## config.mk

```make
export PLATFORM = sky130hd
export DESIGN_NAME = fetch_sequencer
export DESIGN_NICKNAME = d
export VERILOG_FILES = /design/src/rtl/fetch_sequencer.sv
export SDC_FILE = /design/constraint.sdc
export NUM_CORES = 1
export LEC_CHECK = 0
export BUFFER_PORTS_ARGS = -buffer_cell sky130_fd_sc_hd__buf_2
export CAP_MARGIN = 20
export CORE_ASPECT_RATIO = 1.2
export CORE_MARGIN = 1.5
export CORE_UTILIZATION = 55
export CTS_CLUSTER_DIAMETER = 40
export CTS_CLUSTER_SIZE = 14
export DETAILED_ROUTE_END_ITERATION = 12
export PLACE_DENSITY = 0.83
export SETUP_SLACK_MARGIN = 0.4
export SLEW_MARGIN = 25
export SYNTH_ARGS = -nofsm -noshare
export SYNTH_HDL_FRONTEND = slang
export SYNTH_SLANG_ARGS = --single-unit
export TNS_END_PERCENT = 5
```

## constraint.sdc

```tcl
create_clock -name CLK -period 4.9 [get_ports CLK]
set_clock_uncertainty 0.2 [all_clocks]
set_input_delay 0.49 -clock CLK [delete_from_list [all_inputs] [get_ports CLK]]
set_output_delay 0.49 -clock CLK [all_outputs]
set_load 0.005 [all_outputs]
```

## src/rtl/fetch_sequencer.sv

```systemverilog
// fetch_sequencer: BOOT/FETCH/EXEC instruction sequencer with PC update.
// Optional stall counter enabled by FETCH_SEQ_STALL_CNT_EN.
module fetch_sequencer #(
    parameter logic [31:0] RESET_PC = 32'd0
) (
    input  logic        CLK,
    input  logic        RESET,
    input  logic [31:0] INSTR_READDATA,
    input  logic        INSTR_BUSYWAIT,
    input  logic        JUMP,
    input  logic        BRANCH,
    input  logic        ZERO,
    input  logic        DATA_BUSYWAIT,
    output logic        INSTR_READ,
    output logic [31:0] PC,
    output logic [31:0] INSTRUCTION,
    output logic        INSTR_VALID,
    output logic [15:0] STALL_COUNT
);

    typedef enum logic [1:0] {
        BOOT  = 2'd0,
        FETCH = 2'd1,
        EXEC  = 2'd2
    } state_t;

    state_t      state_q, state_d;
    logic [31:0] pc_q, pc_d;
    logic [31:0] instr_q, instr_d;
    logic        flow;
    logic [31:0] br_off;
    logic [31:0] pc_seq;

    assign flow   = JUMP ^ (BRANCH & ZERO);
    assign br_off = {{22{instr_q[23]}}, instr_q[23:16], 2'b00};
    assign pc_seq = pc_q + 32'd4;

    // State, PC and instruction registers
    always_ff @(posedge CLK or posedge RESET) begin
        if (RESET) begin
            state_q <= BOOT;
            pc_q    <= RESET_PC;
            instr_q <= 32'd0;
        end else begin
            state_q <= state_d;
            pc_q    <= pc_d;
            instr_q <= instr_d;
        end
    end

    // Next-state, PC/instruction update and handshake outputs
    always_comb begin
        state_d     = state_q;
        pc_d        = pc_q;
        instr_d     = instr_q;
        INSTR_READ  = 1'b0;
        INSTR_VALID = 1'b0;
        unique case (state_q)
            BOOT: begin
                state_d = FETCH;
            end
            FETCH: begin
                INSTR_READ = 1'b1;
                if (!INSTR_BUSYWAIT) begin
                    instr_d = INSTR_READDATA;
                    state_d = EXEC;
                end
            end
            EXEC: begin
                INSTR_VALID = 1'b1;
                if (!DATA_BUSYWAIT) begin
                    pc_d    = flow ? (pc_seq + br_off) : pc_seq;
                    state_d = FETCH;
                end
            end
            default: begin
                state_d = BOOT;
            end
        endcase
    end

    assign PC          = pc_q;
    assign INSTRUCTION = instr_q;

`ifdef FETCH_SEQ_STALL_CNT_EN
    logic [15:0] stall_q, stall_d;
    logic        stalled;

    assign stalled = ((state_q == FETCH) && INSTR_BUSYWAIT) ||
                     ((state_q == EXEC) && DATA_BUSYWAIT);

    // Saturating count of memory wait cycles
    always_comb begin
        stall_d = stall_q;
        if (stalled && (stall_q != 16'hFFFF)) begin
            stall_d = stall_q + 16'd1;
        end
    end

    // Stall counter register
    always_ff @(posedge CLK or posedge RESET) begin
        if (RESET) begin
            stall_q <= 16'd0;
        end else begin
            stall_q <= stall_d;
        end
    end

    assign STALL_COUNT = stall_q;
`else
    assign STALL_COUNT = 16'd0;
`endif

endmodule

```

# == Yosys cells after proc, flatten, opt, wreduce, memory -nomap -nowiden ==
# Index checks and enable logic that the tools add are counted.
# word_totals
ff_bits,66
latch_bits,0
mem_bits_rw,0
rom_bits,0
inputBits,39
out_inout_bits,82
elab_cells,23
mem_count,0
# classes
add_sub_neg,2
n_mul,0
div_mod_pow,0
magnitude_cmp,0
eq_ne,4
shifts,0
mux,6
bitwise,4
n_reduce_logical,4
# op_table
op,n
"32-bit by 3-bit adder with 32-bit output, second input constant",1
32-bit adder,1
32-bit 2-to-1 mux,1
2-bit one-hot mux with 3 select lines,1
2-bit AND reduction,3
2-bit 2-to-1 mux,2
"2-bit inequality test, second input constant",2
"2-bit by 1-bit equality test with 1-bit output, second input constant",1
"2-bit equality test, second input constant",1
2-bit logical NOT,1
1-bit 2-to-1 mux,2
1-bit inverter,2
1-bit bitwise AND,1
1-bit XOR,1

# == Depth between registers and ports, before layout ==
# Gate-level depths: netlist of the first run.
# logic_depth
word_depth,3
depth_mapped,17
mapped_depth_nobuf,15

# == Worst setup path after synthesis of the first run ==
# OpenSTA, ideal clock, no wires.
# synth_path
path_type,register to register
startpoint,"register pc_q[8], in the netlist PC[8]"
endpoint,"register pc_q[31], in the netlist PC[31]"
setup_time_ns,0.079
arrival_ns,3.741
required_ns,4.621
path_slack_ns,0.880
path_stages_with_launch,18
n_path_buf,3
period_less_slack_ns,4.020
path_cell_list,dfrtp_1 > clkbuf_1 > and2_2 > and3_2 > clkbuf_1 > nand3_1 > nor3_1 > xor2_1 > ha_1 > clkbuf_1 > a2111o_1 > o21bai_1 > a41o_1 > nor3_1 > nand2_1 > mux2_2 > nand3_2 > xor2_1
# synth_between
elab_chain_cells,3
# synth_rtl
element,line,rtl
"start, declared",28,"logic [31:0] pc_q, pc_d;"
"start signal, assigned",46,pc_q <= pc_d;
32-bit by 3-bit adder with 32-bit output *,36,assign pc_seq = pc_q + 32'd4;
32-bit adder,72,pc_d = flow ? (pc_seq + br_off) : pc_seq;
32-bit 2-to-1 mux *,72,
# Every way passes the cells marked *; elsewhere a longest branch is shown, timed or not.
# A chain may end at the register's enable or synchronous reset.

# == Final worst setup path of the first run ==
# layout_path
startpoint,"register pc_q[4], in the netlist PC[4]"
endpoint,"register pc_q[31], in the netlist PC[31]"
# Same word-level chain as after synthesis.

==> run metrics, run 1 <==
routed length per instance 16.5 um; main combinational cell family by area after synthesis compound AO/OA/AOI/OAI gates; Leak 0.00272 uW; final instance area 5990 um2; Initial Utilization 56.9%; Pins Over Slew Limit 0; maximum clock insertion buffer count 2; Worst path top cell family by delay simple AND/OR/NAND/NOR gates; Std-Cell Rows 38; drt pass-1 iters 5; crit path cell chain and4_1 > and3_2 > nand3_2 > nor3_2 > xor2_1 > ha_1 > a2111o_1 > o21bai_1 > a41o_1 > nor3_1 > nand2_1 > mux2_2 > nand3_2 > xor2_1; CP Capture Type register; Post-Syn Instances 598; critical path type reg2reg; first-pass GRT wire length 22300 um; Die ar. 10000 um2; commonest non-fill, non-tap cell in the layout buf_2; vias in the first global route 4688; slew at the pin with the worst max-slew slack 0.781 ns; DR vias 4864; PD cells 791 nW/um2; Final Non-Filler Cells 813; Crit path largest cell delay 0.47 ns; R2R setup slack 0.73 ns; relative slew slack 48.0%; Compound-Gate Fraction of Synth Area 19.0%; io pins 121; library cells used by synthesis 60; FFs w/ async S/R, synth 100%; Final GP Congestion 0.921; Max Cap Viol 0; # placed instances 797; Final HPWL DP 9950 um; f_max 240 MHz; DRC viols 0; CP max stage cell dfrtp_1; RSZ-0062 raised after global routing no; nets 765; Post-CTS Setup Bufs 0; XOR/XNOR share of the synthesized area 8.59%; Tcrit/Tclk final 85.0%; initial antenna violation count 0; Die H 109 um; antenna-violating nets left 0; Placeable Area 9130 um2; Hold Vio Cnt, Final 0; maximum fanout along the worst path 8; most used flip-flop cell after synthesis dfrtp_1; grt total ovfl 0; Final Total Pwr 4730 uW; number of enable flip-flop cells after synthesis 0; Routed WL 13400 um; largest net degree at the start of global routing 65; placed cell areas 5760 um2; Sum Neg Setup Slack 0 ns; share of layout cells above drive strength 1 25.8%; clock-pin slew on the worst setup and hold paths 0.08 ns; Die Width 91.7 um; hold crit path type in2async; WP data arrival 4.24 ns; cell area after synthesis 5200 um2; worst-skew pair later-pin latency 0.35 ns; simple logic cell fraction of the synthesized area 18.4%; CP startpoint kind register; Tmin final 4.17 ns; htree depth 3; Final setup viols 0; vias per cell 5.98; fraction of the mapped netlist area in adder cells 9.29%; Syn-to-layout area delta 15.2%; CTS tree done; Port Buf Inserts 102; synthesized area per cell 8.69 um2; # clock sinks 64; clock root buffer clkbuf_8; critical path data required time 4.98 ns; 1st-iter DRT viols 259; GRT Overall Usage 27.8%; worst vdd ir 0.000475 V; Num CTS Buffers 9; Synthesis Warnings 0; status finished, final reports clean; sequential area share after synthesis 30.8%; most frequent cells in the layout 102 x buf_2, 64 x dfrtp_1, 56 x a21oi_1; Buf/Inv on CP 0; Final Util 65.6%; Antenna Cells 0; #FFs+latches synth 64; hold buffers post-CTS 0; proportion of synthesized area in mux cells 8.14%
worst reg2reg max path, cell delays in order, from the launching register on:
cell and delay [ns]:
dfrtp_1 0.47, and4_1 0.39, and3_2 0.31, nand3_2 0.22, nor3_2 0.33, xor2_1 0.19, ha_1 0.35, a2111o_1 0.45
o21bai_1 0.17, a41o_1 0.29, nor3_1 0.18, nand2_1 0.07, mux2_2 0.27, nand3_2 0.06, xor2_1 0.14
what timing repair did:
item / CTS / global route
resized for setup: 0 / 2
endpoints found under the hold margin: 0 / 0
setup endpoints to repair: 0 / 1
power by group:
part | total, uW | internal (uW) | switching, uW | leakage [uW]
clock network | 510 | 287 | 223 | 0.000110
registers | 1100 | 791 | 308 | 0.000758
logic | 3130 | 1410 | 1710 | 0.00186
flip-flops by register name, summed over array words and instances (netlist names):
signal       count
INSTRUCTION     32
PC              30
state_q          2
synth_stat cells (all sizes together), types with 2 or more instances:
master   number  area, um2
dfrtp        64       1600
mux2i         4       40.0
nand2b        6       37.5
clkbuf       24       91.3
inv          10       37.5
nand4        16        115
a22oi         3       22.5
nand3        24        125
o21bai        7       52.6
mux2         34        383
xor2         22        193
o21a          2       15.0
o211a         2       20.0
nor2b         9       56.3
nor4b         3       26.3
and3          7       46.3
o31ai         2       15.0
o221ai        2       17.5
a21o         11       82.6
o22ai         5       31.3
o2111ai       2       17.5
a21oi        56        280
buf          24        166
a211oi        5       37.5
ha           37        463
and4          5       43.8
nor4          2       12.5
nor2         35        131
o21ai        41        205
or3           7       48.8
nand2        49        184
o211ai        7       52.6
or2           2       12.5
nor3         15       75.1
xnor2        29        254
a31oi         6       37.5
and2          5       35.0
worst paths after layout:
check,start,endpoint,cells after the start
setup / recovery,PC[4],PC[31],14
hold / removal,RESET,PC[31],3
setup reg to reg,PC[4],PC[31],14
hold reg to reg,PC[31],PC[31],1
max in group asynchronous,RESET,INSTRUCTION[20],3
min in group CLK,INSTR_READDATA[28],INSTRUCTION[28],2
metrics by stage:
stage | hold WS, ns | setup WS, ns
final | 0.171 | 0.733
after detailed placement | 0.278 | 0.627
after global placement | 0.261 | 0.873
after CTS | 0.161 | 0.602
after floorplan | 0.243 | 0.880
after global routing | 0.160 | 0.508
cell families after synthesis:
| family | after synthesis |
|---|---|
| muxes | 38 |
| AOI/OAI and AO/OA | 162 |
| adders and majority gates | 38 |
| and+or+nand+nor | 186 |
| DFF | 64 |
| xor gates and xnor gates | 51 |
| buffers and inverters | 58 |
| other | 1 |
layer usage:
metal	up-vias	wire length, um	global-route usage [%]
met4	0	327	10.4
met2	206	6530	48.6
met5	-	0	0
met3	27	927	5.74
li1	2317	-	-
met1	2314	5660	33.9
final cells by class:
class | count | area [um2]
clock buffer | 9 | 124
inverter | 10 | 37.5
fill | 753 | 3140
multi-input combinational | 493 | 3410
sequential | 64 | 1600
tap | 120 | 150
timing repair buffer | 110 | 571
clock inverter | 7 | 95.1
Power figures use the tool's default switching activity.
==> run 2: changes to the inputs <==
CELL_PAD_IN_SITES_DETAIL_PLACEMENT = 0   (was unset)
CELL_PAD_IN_SITES_GLOBAL_PLACEMENT = 1   (was unset)
CORE_UTILIZATION = 41   (was 55)
PLACE_DENSITY = 0.84   (was 0.83)
==> run metrics, run 2 (synthesized netlist as in run 1, its figures left out) <==
status complete, but fails checks; failing checks negative hold slack; Routed WL 14300 um; Num CTS Buffers 9; Max Cap Viol 0; PD cells 813 nW/um2; relative slew slack 35.8%; Std-Cell Rows 44; f_max 242 MHz; Die Width 106 um; Final HPWL DP 10600 um; grt total ovfl 0; Post-CTS Setup Bufs 0; Die H 126 um; Final Non-Filler Cells 854; fill count 1207; Tmin final 4.13 ns; Sum Neg Setup Slack 0 ns; 1st-iter DRT viols 222; max reg flops 32; R2R Path End PC[25]; nets 765; CP Capture Type register; worst vdd ir 0.000359 V; routed length per instance 16.7 um; Hold Vio Cnt, Final 22; critical path data required time 4.90 ns; hold_ws -0.0139 ns; WP data arrival 4.13 ns; initial antenna violation count 0; most frequent cells in the layout 102 x buf_2, 64 x dfrtp_1, 56 x a21oi_1; most frequent CP cell and3_1; Leak 0.00278 uW; Placeable Area 12200 um2; Final setup viols 0; R2R setup slack 0.77 ns; CP startpoint kind register; # clock sinks 64; hold crit path type in2async; RSZ-0062 raised after global routing no; Antenna Cells 0; io pins 121; share of layout cells above drive strength 1 25.8%; drt pass-1 iters 5; worst-skew pair later-pin latency 0.34 ns; maximum clock insertion buffer count 2; first-pass GRT wire length 23200 um; DR vias 4810; GRT Overall Usage 21.7%; # placed instances 838; Syn-to-layout area delta 18.7%; vias in the first global route 4809; critical path type reg2reg; crit path cell chain and4_1 > and2_2 > nand2_1 > xnor2_1 > ha_1 > and3_1 > and3_1 > a2111oi_0 > o211a_1 > o21ai_0 > xor2_1 > o22ai_1 > a21oi_1; CP max stage cell a2111oi_0; largest net degree at the start of global routing 43; CP Launch Point PC[4]; vias per cell 5.63; clock-pin slew on the worst setup and hold paths 0.06 ns; htree depth 3; r2r startpoint PC[4]; Port Buf Inserts 102; CTS tree done; Initial Utilization 42.5%; slew at the pin with the worst max-slew slack 0.938 ns; clock root buffer clkbuf_16; Final GP Congestion 0.902; antenna-violating nets left 0; commonest non-fill, non-tap cell in the layout buf_2; Tcrit/Tclk final 84.3%; Die ar. 13400 um2; crit path capture PC[25]; Crit path largest cell delay 0.81 ns; reg2reg path depth 13; Pins Over Slew Limit 0; DRC viols 0; maximum fanout along the worst path 7
run 2: cell types whose count changed in the layout (fill, tap and decap cells not counted):
cell,delta
clkbuf_16,+9
clkbuf_8,-8
clkinv_2,-2
a2111oi_0,+1
a2111oi_1,-1
bufinv_16,+1
run 2: worst min path at each step:
stage	from	to	slack (ns)	depth (start not counted)
2_1_floorplan	state_q[0]	state_q[0]	0.24	1
3_3_place_gp	state_q[0]	state_q[0]	0.26	1
3_5_place_dp	PC[31]	PC[31]	0.25	1
4_1_cts	RESET	INSTRUCTION[29]	0.007	2
5_1_grt	RESET	INSTRUCTION[29]	0.04	2
6_report	RESET	PC[29]	-0.01	2
run 2: what timing repair did:
| item | 4_1_cts | 5_1_grt |
|---|---|---|
| resized for setup | 0 | 2 |
| endpoints found under the setup margin | 0 | 1 |
| hold buffers | 0 | 0 |
run 2: final cells by class:
type,count,area (um2),area share [%]
Inverter,10,37.5,0.608
Multi-Input combinational cell,493,3410,55.2
Clock inverter,6,115,1.87
Sequential cell,64,1600,26.0
Tap cell,161,201,3.26
Timing Repair Buffer,110,571,9.25
Clock buffer,10,239,3.87
run 2: stage by stage:
step / hold slack, ns / power, uW / cell area [um2] / util, % / worst slack, ns
floorplan: 0.243 / 3320 / 5260 / - / 0.880
global placement: 0.259 / 4140 / 5810 / 47.5 / 0.835
detailed placement: 0.253 / 4210 / 5810 / 47.5 / 0.619
CTS: 0.00731 / 5030 / 6160 / 50.4 / 0.592
global route: 0.0381 / 5430 / 6170 / 50.5 / 0.468
finish: -0.0139 / 5020 / 6170 / 50.5 / 0.770
run 2: worst max-delay path: cells and delay by family, from the launching register on:
family,cells,cell delay (ns)
adders and majority gates,1,0.35
AOI/OAI and AO/OA,5,1.57
xor gates and xnor gates,2,0.34
DFF,1,0.46
and+or+nand+nor,5,1.07
run 2: power breakdown:
group | internal [uW] | switching [uW]
Combinational | 1410 | 1720
Clock | 514 | 272
Sequential | 792 | 308
Total | 2720 | 2300
run 2: routing by layer:
layer,vias up,global-route usage [%],share of wire (%)
li1,2320,-,-
met1,2285,26.7,43
met2,177,37.0,48
met3,28,3.19,6.2
met4,0,10.5,2.8
met5,-,0,0
==> run 3: changes to the inputs <==
CORE_UTILIZATION = 37   (was 41)
PLACE_DENSITY = 0.8   (was 0.84)
clock period = 3.67 ns   (was 4.9 ns; I/O delays follow)
==> run metrics, run 3 (synthesized netlist as in run 1, its figures left out) <==
hold crit path type in2reg; GRT Overall Usage 21.0%; CP max stage cell ha_1; Final GP Congestion 0.881; setup ws final 0.258 ns; worst vdd ir 0.000515 V; most frequent cells in the layout 102 x buf_2, 68 x buf_4, 60 x dfrtp_1; Die Width 111 um; Max Cap Viol 0; first-pass GRT wire length 25100 um; reg2reg path depth 15; Std-Cell Rows 47; # clock sinks 64; R2R setup slack 0.26 ns; PD cells 1080 nW/um2; Tcrit/Tclk final 93.0%; Port Buf Inserts 102; max reg flops 32; hold_ws 0.0663 ns; largest net degree at the start of global routing 41; DRC viols 0; Sum Neg Setup Slack 0 ns; vias in the first global route 5182; share of layout cells above drive strength 1 36.4%; Final Total Pwr 7340 uW; antenna-violating nets left 0; critical path data required time 3.67 ns; f_max 293 MHz; Final HPWL DP 11600 um; WP data arrival 3.41 ns; clock root buffer clkbuf_16; Die ar. 14800 um2; RSZ-0062 raised after global routing yes; grt total ovfl 0; relative slew slack 47.5%; 1st-iter DRT viols 244; Antenna Cells 0; Initial Utilization 37.8%; CP Capture Type register; maximum clock insertion buffer count 2; htree depth 3; worst-skew pair later-pin latency 0.34 ns; Num CTS Buffers 9; most frequent CP cell buf_4; CTS tree done; Crit path largest cell delay 0.36 ns; Syn-to-layout area delta 31.3%; initial antenna violation count 0; CP startpoint kind register; Hold Vio Cnt, Final 0; Leak 0.00313 uW; Routed WL 15600 um; Final Util 49.6%; Tmin final 3.41 ns; nets 826; routed length per instance 16.9 um; fill count 1317; Hold Path Depth 2; slew at the pin with the worst max-slew slack 0.784 ns; worst hold start INSTR_READDATA[3]; io pins 121; maximum fanout along the worst path 6; Pins Over Slew Limit 0; Buf/Inv on CP 2; crit path cell chain and4_4 > and3_4 > nand3_4 > buf_4 > xnor2_1 > ha_1 > a21o_1 > a31o_2 > o211ai_1 > o211a_1 > o21ai_1 > buf_4 > xor2_1 > o22ai_1 > a21oi_1; DR vias 5079; Worst path top cell family by delay compound AO/OA/AOI/OAI gates; Hold EP INSTRUCTION[3]; DP Worst Slack -0.0981 ns; status finished, final reports clean; critical path type reg2reg; Final setup viols 0; clock-pin slew on the worst setup and hold paths 0.07 ns; Die H 133 um; R2R Path End PC[25]; drt pass-1 iters 4; r2r startpoint PC[5]; Placeable Area 13800 um2; commonest non-fill, non-tap cell in the layout buf_2; vias per cell 5.50
run 3: final cells by class:
cell class | count | area [um2] | share of cell area (%)
clock buffer | 9 | 225 | 3.30
multi-input combinational | 493 | 3630 | 53.1
inverter | 10 | 37.5 | 0.550
timing repair buffer | 171 | 1030 | 15.1
tap | 171 | 214 | 3.13
clock inverter | 6 | 85.1 | 1.25
sequential | 64 | 1610 | 23.5
run 3: per-stage QoR:
step           std cells  cell area, um2
2_1_floorplan        615            5320
3_3_place_gp         891            6170
3_5_place_dp         891            6170
4_1_cts              922            6760
5_1_grt              924            6830
6_report             924            6830
run 3: per-layer routing:
layer | GRT usage [%] | wire, um | vias up
met5 | 0 | 0 | -
met2 | 38.3 | 8120 | 164
met1 | 24.4 | 6360 | 2455
li1 | - | - | 2437
met3 | 4.08 | 789 | 23
met4 | 7.59 | 348 | 0
run 3: worst max-delay path by stage:
stage,to,cells after the start,slack (ns),start
finish,PC[25],15,0.26,PC[5]
global route,PC[31],13,0.05,PC[5]
CTS,PC[31],14,0.26,PC[3]
detailed placement,PC[31],15,-0.1,PC[5]
global placement,PC[31],15,-0.05,PC[5]
floorplan,PC[31],17,0.11,PC[4]
run 3: power breakdown:
group / internal, uW / switching [uW] / leakage [uW]
logic: 2390 / 2700 / 0.00223
clock network: 588 / 332 / 0.000147
registers: 1060 / 279 / 0.000754
total: 4040 / 3310 / 0.00313
run 3: what timing repair did:
| item | CTS | global route |
|---|---|---|
| setup buffers | 15 | 2 |
| hold endpoints to repair | 24 | 0 |
| gates resized for setup | 41 | 9 |
| hold buffers | 1 | 0 |
| endpoints found under the setup margin | 14 | 18 |
| pin swaps | 14 | 7 |
run 3: worst reg2reg max path: cells and delay by family (launching register included):
family | cells | cell delay, ns
AO/OA/AOI/OAI | 7 | 1.12
AND/OR/NAND/NOR | 3 | 0.65
adder cells (fa/ha/maj) | 1 | 0.36
buffers and inverters | 2 | 0.35
flip-flops | 1 | 0.34
XOR/XNOR | 2 | 0.25
